### config.mk
export PLATFORM = sky130hd
export DESIGN_NAME = pkt_dedup
export DESIGN_NICKNAME = d
export VERILOG_FILES = /design/src/rtl/pkt_dedup.sv
export SDC_FILE = /design/constraint.sdc
export NUM_CORES = 1
export LEC_CHECK = 0
export CORE_UTILIZATION = 43
export DETAILED_ROUTE_END_ITERATION = 8
export PLACE_DENSITY = 0.77
export RECOVER_POWER = 25
export SLEW_MARGIN = 5
export SYNTH_ARGS = -nofsm -noshare
export SYNTH_HDL_FRONTEND = slang
export SYNTH_SLANG_ARGS = --single-unit
### constraint.sdc
create_clock -name clk_i -period 2.35 [get_ports clk_i]
set_clock_uncertainty 0.2 [all_clocks]
set_input_delay 0.705 -clock clk_i [delete_from_list [all_inputs] [get_ports clk_i]]
set_output_delay 0.705 -clock clk_i [all_outputs]
set_load 0.1 [all_outputs]
### src/rtl/pkt_dedup.sv
// Streaming adjacent-duplicate remover for sorted packets. One word is held back so
// that the last unique word of a packet can carry end-of-packet; length is reported per packet.
module pkt_dedup #(
  parameter int DWIDTH      = 8,
  parameter int MAX_PKT_LEN = 1024,
  localparam int LEN_W      = $clog2(MAX_PKT_LEN + 1)
) (
  input  logic              clk_i,
  input  logic              rst_ni,
  input  logic [DWIDTH-1:0] snk_data_i,
  input  logic              snk_startofpacket_i,
  input  logic              snk_endofpacket_i,
  input  logic              snk_valid_i,
  output logic              snk_ready_o,
  output logic [DWIDTH-1:0] src_data_o,
  output logic              src_startofpacket_o,
  output logic              src_endofpacket_o,
  output logic              src_valid_o,
  input  logic              src_ready_i,
  output logic [LEN_W-1:0]  len_o,
  output logic              len_valid_o,
  output logic              err_o
);

  typedef enum logic [1:0] {IDLE, BODY, FLUSH} state_t;

  state_t              state, state_nxt;
  logic [DWIDTH-1:0]   hold_data, hold_nxt;
  logic                first_pend, first_nxt;
  logic [LEN_W-1:0]    out_cnt;

  logic                emit, emit_sop, emit_eop;
  logic [DWIDTH-1:0]   emit_data;
  logic                err_nxt, abort;
  logic                out_free, acc, taken, restart;

  assign out_free    = !src_valid_o || src_ready_i;
  assign snk_ready_o = (state != FLUSH) && out_free;
  assign acc         = snk_valid_i && snk_ready_o;
  assign taken       = src_valid_o && src_ready_i;
  // A sop beat always starts a fresh packet, whether we were idle or mid-packet.
  assign restart     = (state == IDLE) || snk_startofpacket_i;

  always_comb begin
    state_nxt = state;
    hold_nxt  = hold_data;
    first_nxt = first_pend;
    emit      = 1'b0;
    emit_data = hold_data;
    emit_sop  = 1'b0;
    emit_eop  = 1'b0;
    err_nxt   = 1'b0;
    abort     = 1'b0;
    case (state)
      IDLE, BODY: begin
        if (acc) begin
          if (state == BODY && snk_startofpacket_i) begin
            abort   = 1'b1;
            err_nxt = 1'b1;
          end
          if (restart) begin
            if (!snk_startofpacket_i) begin
              err_nxt = 1'b1;
            end else if (snk_endofpacket_i) begin
              emit      = 1'b1;
              emit_data = snk_data_i;
              emit_sop  = 1'b1;
              emit_eop  = 1'b1;
              state_nxt = IDLE;
            end else begin
              hold_nxt  = snk_data_i;
              first_nxt = 1'b1;
              state_nxt = BODY;
            end
          end else if (snk_data_i == hold_data) begin
            if (snk_endofpacket_i) begin
              emit      = 1'b1;
              emit_sop  = first_pend;
              emit_eop  = 1'b1;
              state_nxt = IDLE;
            end
          end else begin
            emit      = 1'b1;
            emit_sop  = first_pend;
            hold_nxt  = snk_data_i;
            first_nxt = 1'b0;
            if (snk_endofpacket_i) state_nxt = FLUSH;
          end
        end
      end
      FLUSH: begin
        if (out_free) begin
          emit      = 1'b1;
          emit_eop  = 1'b1;
          state_nxt = IDLE;
        end
      end
      default: state_nxt = IDLE;
    endcase
  end

  always_ff @(posedge clk_i or negedge rst_ni) begin
    if (!rst_ni) begin
      state      <= IDLE;
      hold_data  <= '0;
      first_pend <= 1'b0;
      err_o      <= 1'b0;
    end else begin
      state      <= state_nxt;
      hold_data  <= hold_nxt;
      first_pend <= first_nxt;
      err_o      <= err_nxt;
    end
  end

  always_ff @(posedge clk_i or negedge rst_ni) begin
    if (!rst_ni) begin
      src_data_o          <= '0;
      src_startofpacket_o <= 1'b0;
      src_endofpacket_o   <= 1'b0;
      src_valid_o         <= 1'b0;
    end else if (emit) begin
      src_data_o          <= emit_data;
      src_startofpacket_o <= emit_sop;
      src_endofpacket_o   <= emit_eop;
      src_valid_o         <= 1'b1;
    end else if (taken) begin
      src_valid_o         <= 1'b0;
    end
  end

  // An abort clears the count even if a beat of the dead packet leaves this cycle.
  always_ff @(posedge clk_i or negedge rst_ni) begin
    if (!rst_ni) begin
      out_cnt     <= '0;
      len_o       <= '0;
      len_valid_o <= 1'b0;
    end else begin
      len_valid_o <= 1'b0;
      if (taken) begin
        if (src_endofpacket_o) begin
          len_o       <= out_cnt + 1'b1;
          len_valid_o <= 1'b1;
          out_cnt     <= '0;
        end else begin
          out_cnt     <= out_cnt + 1'b1;
        end
      end
      if (abort) out_cnt <= '0;
    end
  end

endmodule

==> results of run 1 <==
-- synth_stat cells (2+ instances only) --
| cell | number |
|---|---|
| nor2_4 | 2 |
| a31oi_1 | 8 |
| nand2b_1 | 4 |
| nand2_1 | 25 |
| a21o_1 | 2 |
| buf_2 | 2 |
| clkbuf_1 | 3 |
| dfrtp_1 | 46 |
| nand3_1 | 6 |
| inv_1 | 2 |
| and3_1 | 7 |
| a21oi_1 | 7 |
| nor2b_1 | 2 |
| xor2_1 | 2 |
| mux2_2 | 25 |
| a21oi_4 | 2 |
| nand4_1 | 2 |
| o21ai_1 | 4 |
| nor2_1 | 12 |
| xnor2_1 | 15 |
| o21ai_0 | 20 |
-- sequential cells by signal (all words and copies together) (netlist names) --
name and cells:
hold_data 8, out_cnt 11, err_o 1, first_pend 1
len_o 11, src_data_o 8, src_endofpacket_o 1, src_startofpacket_o 1
state 2, src_valid_o 1, len_valid_o 1
-- power breakdown --
group / leakage (nW) / total (mW) / switching (mW) / internal, mW
clock network: 0.0514 / 0.579 / 0.261 / 0.317
logic: 0.908 / 1.95 / 1.15 / 0.793
registers: 0.589 / 1.19 / 0.222 / 0.973
-- repair_timing --
item	in CTS	in global routing
gates resized for setup	10	14
pin swaps	4	5
cloned	0	0
setup endpoints to repair	10	27
hold buffers	0	0
setup buffers	3	1
-- critical path, delay by kind of cell --
| kind | cells | cell delay [ps] |
|---|---|---|
| and+or+nand+nor | 2 | 130 |
| buffers and inverters | 4 | 880 |
| AOI/OAI and AO/OA | 3 | 600 |
-- cell families after synthesis --
group	count (synthesis)	share of synthesized area, %
mux	25	11.9
fa+ha+maj	1	0.531
buf+inv	8	1.70
xor+xnor	17	6.32
compound gates	52	14.7
simple gates	70	15.9
flops	46	48.9
-- layer usage --
| metal | track usage [%] | up-vias | wire (µm) |
|---|---|---|---|
| li1 | - | 928 | - |
| met3 | 3.95 | 11 | 253 |
| met1 | 26.7 | 913 | 2260 |
| met4 | 8.65 | 0 | 114 |
| met2 | 31.3 | 65 | 2510 |
| met5 | 0 | - | 0 |
-- cell type report --
class | count | area (µm²) | area share [%]
Clock buffer | 6 | 72.6 | 2.07
Clock inverter | 2 | 37.5 | 1.07
Inverter | 2 | 7.51 | 0.214
Multi-Input combinational cell | 165 | 1220 | 34.7
Sequential cell | 46 | 1150 | 32.9
Tap cell | 70 | 87.6 | 2.50
Timing Repair Buffer | 71 | 932 | 26.6
-- final timing paths --
path | startpoint | end | slack [ps] | depth (start not counted)
worst max register to register | src_valid_o | out_cnt[6] | 300 | 8
min in group clk_i | out_cnt[10] | out_cnt[10] | 320 | 1
worst max-delay path | snk_valid_i | out_cnt[6] | 40 | 9
worst min-delay path | rst_ni | len_o[8] | 260 | 1
max in group asynchronous | rst_ni | out_cnt[9] | 470 | 2
worst min register to register | out_cnt[10] | out_cnt[10] | 320 | 1
==> out/summary.txt, run 1 <==
Setup WS post-layout -> 37.2 ps
I/O pin count -> 39
status -> complete, no violations
P&R area growth vs syn -> 48.9%
pre-CTS setup slack -> -382 ps
Worst Tran Pin Value -> 806 ps
routability cong. -> 0.831
slowest CP cell -> clkdlybuf4s50_1
final hold slack -> 263 ps
H-tree depth -> 2
Die ar. -> 0.00578 mm²
Pwr Total -> 3.72 mW
largest net degree at the start of global routing -> 32
period utilization -> 98.4%
synthesized instance count -> 219
num rows -> 26
CP endpoint kind -> flip-flop
flops & latches, synth -> 46
initial antenna violation count -> 0
commonest non-fill, non-tap cell in the layout -> dfrtp_1
vias in the first global route -> 1948
VDD IR-drop max -> 1240 µV
Root Driver -> clkbuf_8
crit-path cells -> clkdlybuf4s50_1, buf_4, nand2b_4, nor2_4, buf_4, a311oi_4, buf_4, o21ai_0, a31oi_1
Final Instance Count excl. Fillers -> 362
via count -> 1917
Num CTS Buffers -> 5
worst path required time -> 2370 ps
Worst Hold Class -> input port to async pin
post-synth top area share -> 48.9%
TritonCTS clock tree -> yes
EDFF count, synth -> 0
iteration count of the initial detailed-routing pass -> 4
fillers -> 374
WP data arrival -> 2330 ps
Setup crit start kind -> input port
layout cells sized above 1 -> 37.7%
Max Clk Rate -> 432 MHz
wire per inst -> 14.2 µm
post-route ant nets -> 0
Synth area leader -> dfrtp_1
Total Wirelength -> 5.15 mm
utilization after layout -> 67.4%
ys flop type -> dfrtp_1
clock transition at the registers of the reported paths -> 90 ps
total power per unit cell area -> 1060 mW/mm²
Synth cell types -> 42
Warnings, synthesis -> 0
nets@finish -> 306
post-route cell area -> 0.00351 mm²
mapped cell area -> 0.00236 mm²
max-slew violations -> 0
Setup violations, final -> 0
syn avg cell area -> 10.8 µm²
Min Clock Period, post-route -> 2310 ps
Iter 0 DRT Violations -> 150
final hold vios -> 0
setup TNS -> 0 ps
Initial Util -> 45.3%
placed instance count -> 350
relative slew slack -> 46.3%
Die Span X -> 76.0 µm
# Max-Cap Violations -> 0
FFs w/ async S/R, synth -> 100%
Overflow after GRT -> 0
CTS sink cnt -> 46
unrepaired setup endpoints after global routing -> true
Skew-Pair Late Insertion Delay -> 300 ps
most used cell, CP -> buf_4
Mapped Nets -> 234
Lkg Pwr -> 1.55 nW
Vias/cell -> 5.30
Die Y -> 76.0 µm
ANT cells -> 0
DP Wirelength -> 3.74 mm
clock buffer depth -> 2
core area -> 0.00520 mm²
top fanout value on the critical path -> 4
CP max stage delay -> 410 ps
Area after DPL -> 0.00331 mm²
PortBufs -> 38
kind of critical path -> input port to flip-flop
largest cells by area after synthesis -> dfrtp_1, mux2_2, xnor2_1, o21ai_0, nand2_1
most frequent cells in the layout -> dfrtp_1, buf_12, buf_4
Remaining DRCs -> 0
total track usage -> 19.8%
first-pass GRT wire length -> 9.20 mm
sequential area share after synthesis -> 48.9%
Power figures use the tool's default switching activity.
==> run 2, diff against run 1 <==
- CAP_MARGIN: not set -> 20
==> results of run 2 <==
No change in the layout: final DEF, timing and power equal those of run 1.
==> run 3, diff against run 2 <==
- DONT_BUFFER_PORTS: not set -> 1
- PLACE_DENSITY: 0.77 -> 0.68
==> run 3 against run 2 <==
Power is 20% lower. Register-to-register slack hardly changed. Critical path depth shrank 7. Combinational power is 57% lower. Final cell count shrank 13%. First-iteration DRC count up 17%. Global-route usage is 2.8 points lower. Critical path type is now flip-flop to primary output.
==> out/summary.txt, run 3 (same netlist as run 1, synthesis figures left out) <==
WHS Path Cells -> 2
reg-to-reg critical path startpoint -> state[1] (was src_valid_o)
kind of critical path -> flip-flop to primary output (was input port to flip-flop)
Num CTS Buffers -> 5 (unchanged)
top fanout value on the critical path -> 4 (unchanged)
core area -> 0.00520 mm² (unchanged)
num rows -> 26 (unchanged)
Setup crit start kind -> flip-flop (was input port)
worst reg2reg setup slack -> 290 ps (was 300 ps)
total track usage -> 17.1% (was 19.8%)
period utilization -> 97.5% (was 98.4%)
Die ar. -> 0.00578 mm² (unchanged)
first-pass GRT wire length -> 7.89 mm (was 9.20 mm)
I/O pin count -> 39 (unchanged)
unrepaired setup endpoints after global routing -> false (was true)
Area after DPL -> 0.00258 mm² (was 0.00331 mm²)
Sequential Area -> 0.00115 mm² (unchanged)
VDD IR-drop max -> 758 µV (was 1240 µV)
Initial Util -> 45.3% (unchanged)
commonest non-fill, non-tap cell in the layout -> dfrtp_1 (unchanged)
r2r endpoint -> src_data_o[3] (was out_cnt[6])
clock transition at the registers of the reported paths -> 80 ps (was 90 ps)
CTS sink cnt -> 46 (unchanged)
relative slew slack -> 24.1% (was 46.3%)
DP Wirelength -> 3.18 mm (was 3.74 mm)
Min Clock Period, post-route -> 2290 ps (was 2310 ps)
vias in the first global route -> 1676 (was 1948)
post-route ant nets -> 0 (unchanged)
placed instance count -> 304 (was 350)
Final Instance Count excl. Fillers -> 314 (was 362)
nets@finish -> 259 (was 306)
most frequent cells in the layout -> dfrtp_1, nand2_1, mux2_2 (was dfrtp_1, buf_12, buf_4)
post-route cell area -> 0.00268 mm² (was 0.00351 mm²)
initial antenna violation count -> 0 (unchanged)
pre-CTS setup slack -> 107 ps (was -382 ps)
Hold Path End -> len_o[4]
WP data arrival -> 1390 ps (was 2330 ps)
Skew-Pair Late Insertion Delay -> 290 ps (was 300 ps)
# Max-Cap Violations -> 0 (unchanged)
Worst Tran Pin Value -> 1140 ps (was 806 ps)
Hold Startpoint -> len_o[4]
Die Y -> 76.0 µm (unchanged)
max-slew violations -> 0 (unchanged)
PortBufs -> 0 (was 38)
setup TNS -> 0 ps (unchanged)
CP endpoint kind -> primary output (was flip-flop)
area of the multi-input gates -> 0.00117 mm² (was 0.00122 mm²)
Remaining DRCs -> 0 (unchanged)
Die Span X -> 76.0 µm (unchanged)
Root Driver -> clkbuf_8 (unchanged)
fillers -> 483 (was 374)
largest net degree at the start of global routing -> 47 (was 32)
TritonCTS clock tree -> yes (unchanged)
ANT cells -> 0 (unchanged)
P&R area growth vs syn -> 13.7% (was 48.9%)
status -> complete, no violations (unchanged)
iteration count of the initial detailed-routing pass -> 4 (unchanged)
worst path required time -> 1440 ps (was 2370 ps)
H-tree depth -> 2 (unchanged)
via count -> 1650 (was 1917)
routability cong. -> 0.839 (was 0.831)
Lkg Pwr -> 1.13 nW (was 1.55 nW)
Iter 0 DRT Violations -> 175 (was 150)
R2R cell count -> 6 (was 8)
clock buffer depth -> 2 (unchanged)
final hold vios -> 0 (unchanged)
Vias/cell -> 5.25 (was 5.30)
Setup WS post-layout -> 59.5 ps (was 37.2 ps)
Top Registers -> len_o: 11 flops, out_cnt: 11 flops (unchanged)
Total Wirelength -> 4.49 mm (was 5.15 mm)
layout cells sized above 1 -> 29.1% (was 37.7%)
wire per inst -> 14.3 µm (was 14.2 µm)
Worst Hold Class -> flip-flop to flip-flop (was input port to async pin)
Max Clk Rate -> 437 MHz (was 432 MHz)
total power per unit cell area -> 1110 mW/mm² (was 1060 mW/mm²)
Setup violations, final -> 0 (unchanged)
Overflow after GRT -> 0 (unchanged)
run 3: cell count changes in the layout (fill, tap and decap cells not counted), sizes merged:
cell and delta:
clkinvlp -1, bufinv -1, clkdlybuf4s50 -1, dlymetal6s2s -6, clkbuf -2, dlygate4sd2 -5, buf -34, clkinv +2
run 3: where the power goes:
| part | internal (mW) | switching, mW |
|---|---|---|
| Sequential | 0.959 | 0.720 |
| Clock | 0.200 | 0.256 |
| Combinational | 0.324 | 0.524 |
| Total | 1.48 | 1.50 |
run 3: worst max-delay path by stage:
stage	start	end	slack [ps]	depth (start not counted)
after detailed placement	snk_valid_i	src_data_o[3]	110	5
after global routing	src_valid_o	snk_ready_o	7	2
after floorplan	src_valid_o	snk_ready_o	130	2
final	src_valid_o	snk_ready_o	60	2
after global placement	snk_valid_i	src_data_o[0]	120	5
after CTS	src_valid_o	snk_ready_o	7	2
run 3: final cells by class:
cell class              count  share of cell area [%]
clock buffers               5                    2.57
clock inverters             2                   0.374
inverters                   2                   0.280
multi-input cells         165                    43.9
flip-flops and latches     46                    43.0
well taps                  70                    3.27
repair buffers             24                    6.63
run 3: what timing repair did:
| action | in CTS | in global routing |
|---|---|---|
| setup endpoints to repair | 1 | 1 |
| hold buffers | 1 | 0 |
| endpoints found under the hold margin | 46 | 0 |
| pin swaps | 1 | 1 |
| resized for setup | 0 | 1 |
| buffers inserted | 1 | 1 |
run 3: critical path, cell delays in order, from the launching register on:
cell and delay, ps:
dfrtp_2 430, nor2b_4 160, nor2_4 500
run 3: metrics by stage:
step                utilization, %  hold WS (ps)  power, mW
floorplan                        -           209       2.35
global placement              49.5           210       2.50
detailed placement            49.5           210       2.53
CTS                           51.7          56.2       3.02
global route                  51.5           322       3.13
finish                        51.5           283       2.98
run 3: layer usage:
layer  vias to the layer above  GRT usage [%]  wire length [µm]
met5                         -              0                 0
met4                         0           5.19                43
met3                         5           5.15               265
met2                        39           26.8              2040
met1                       769           22.7              2140
li1                        837              -                 -
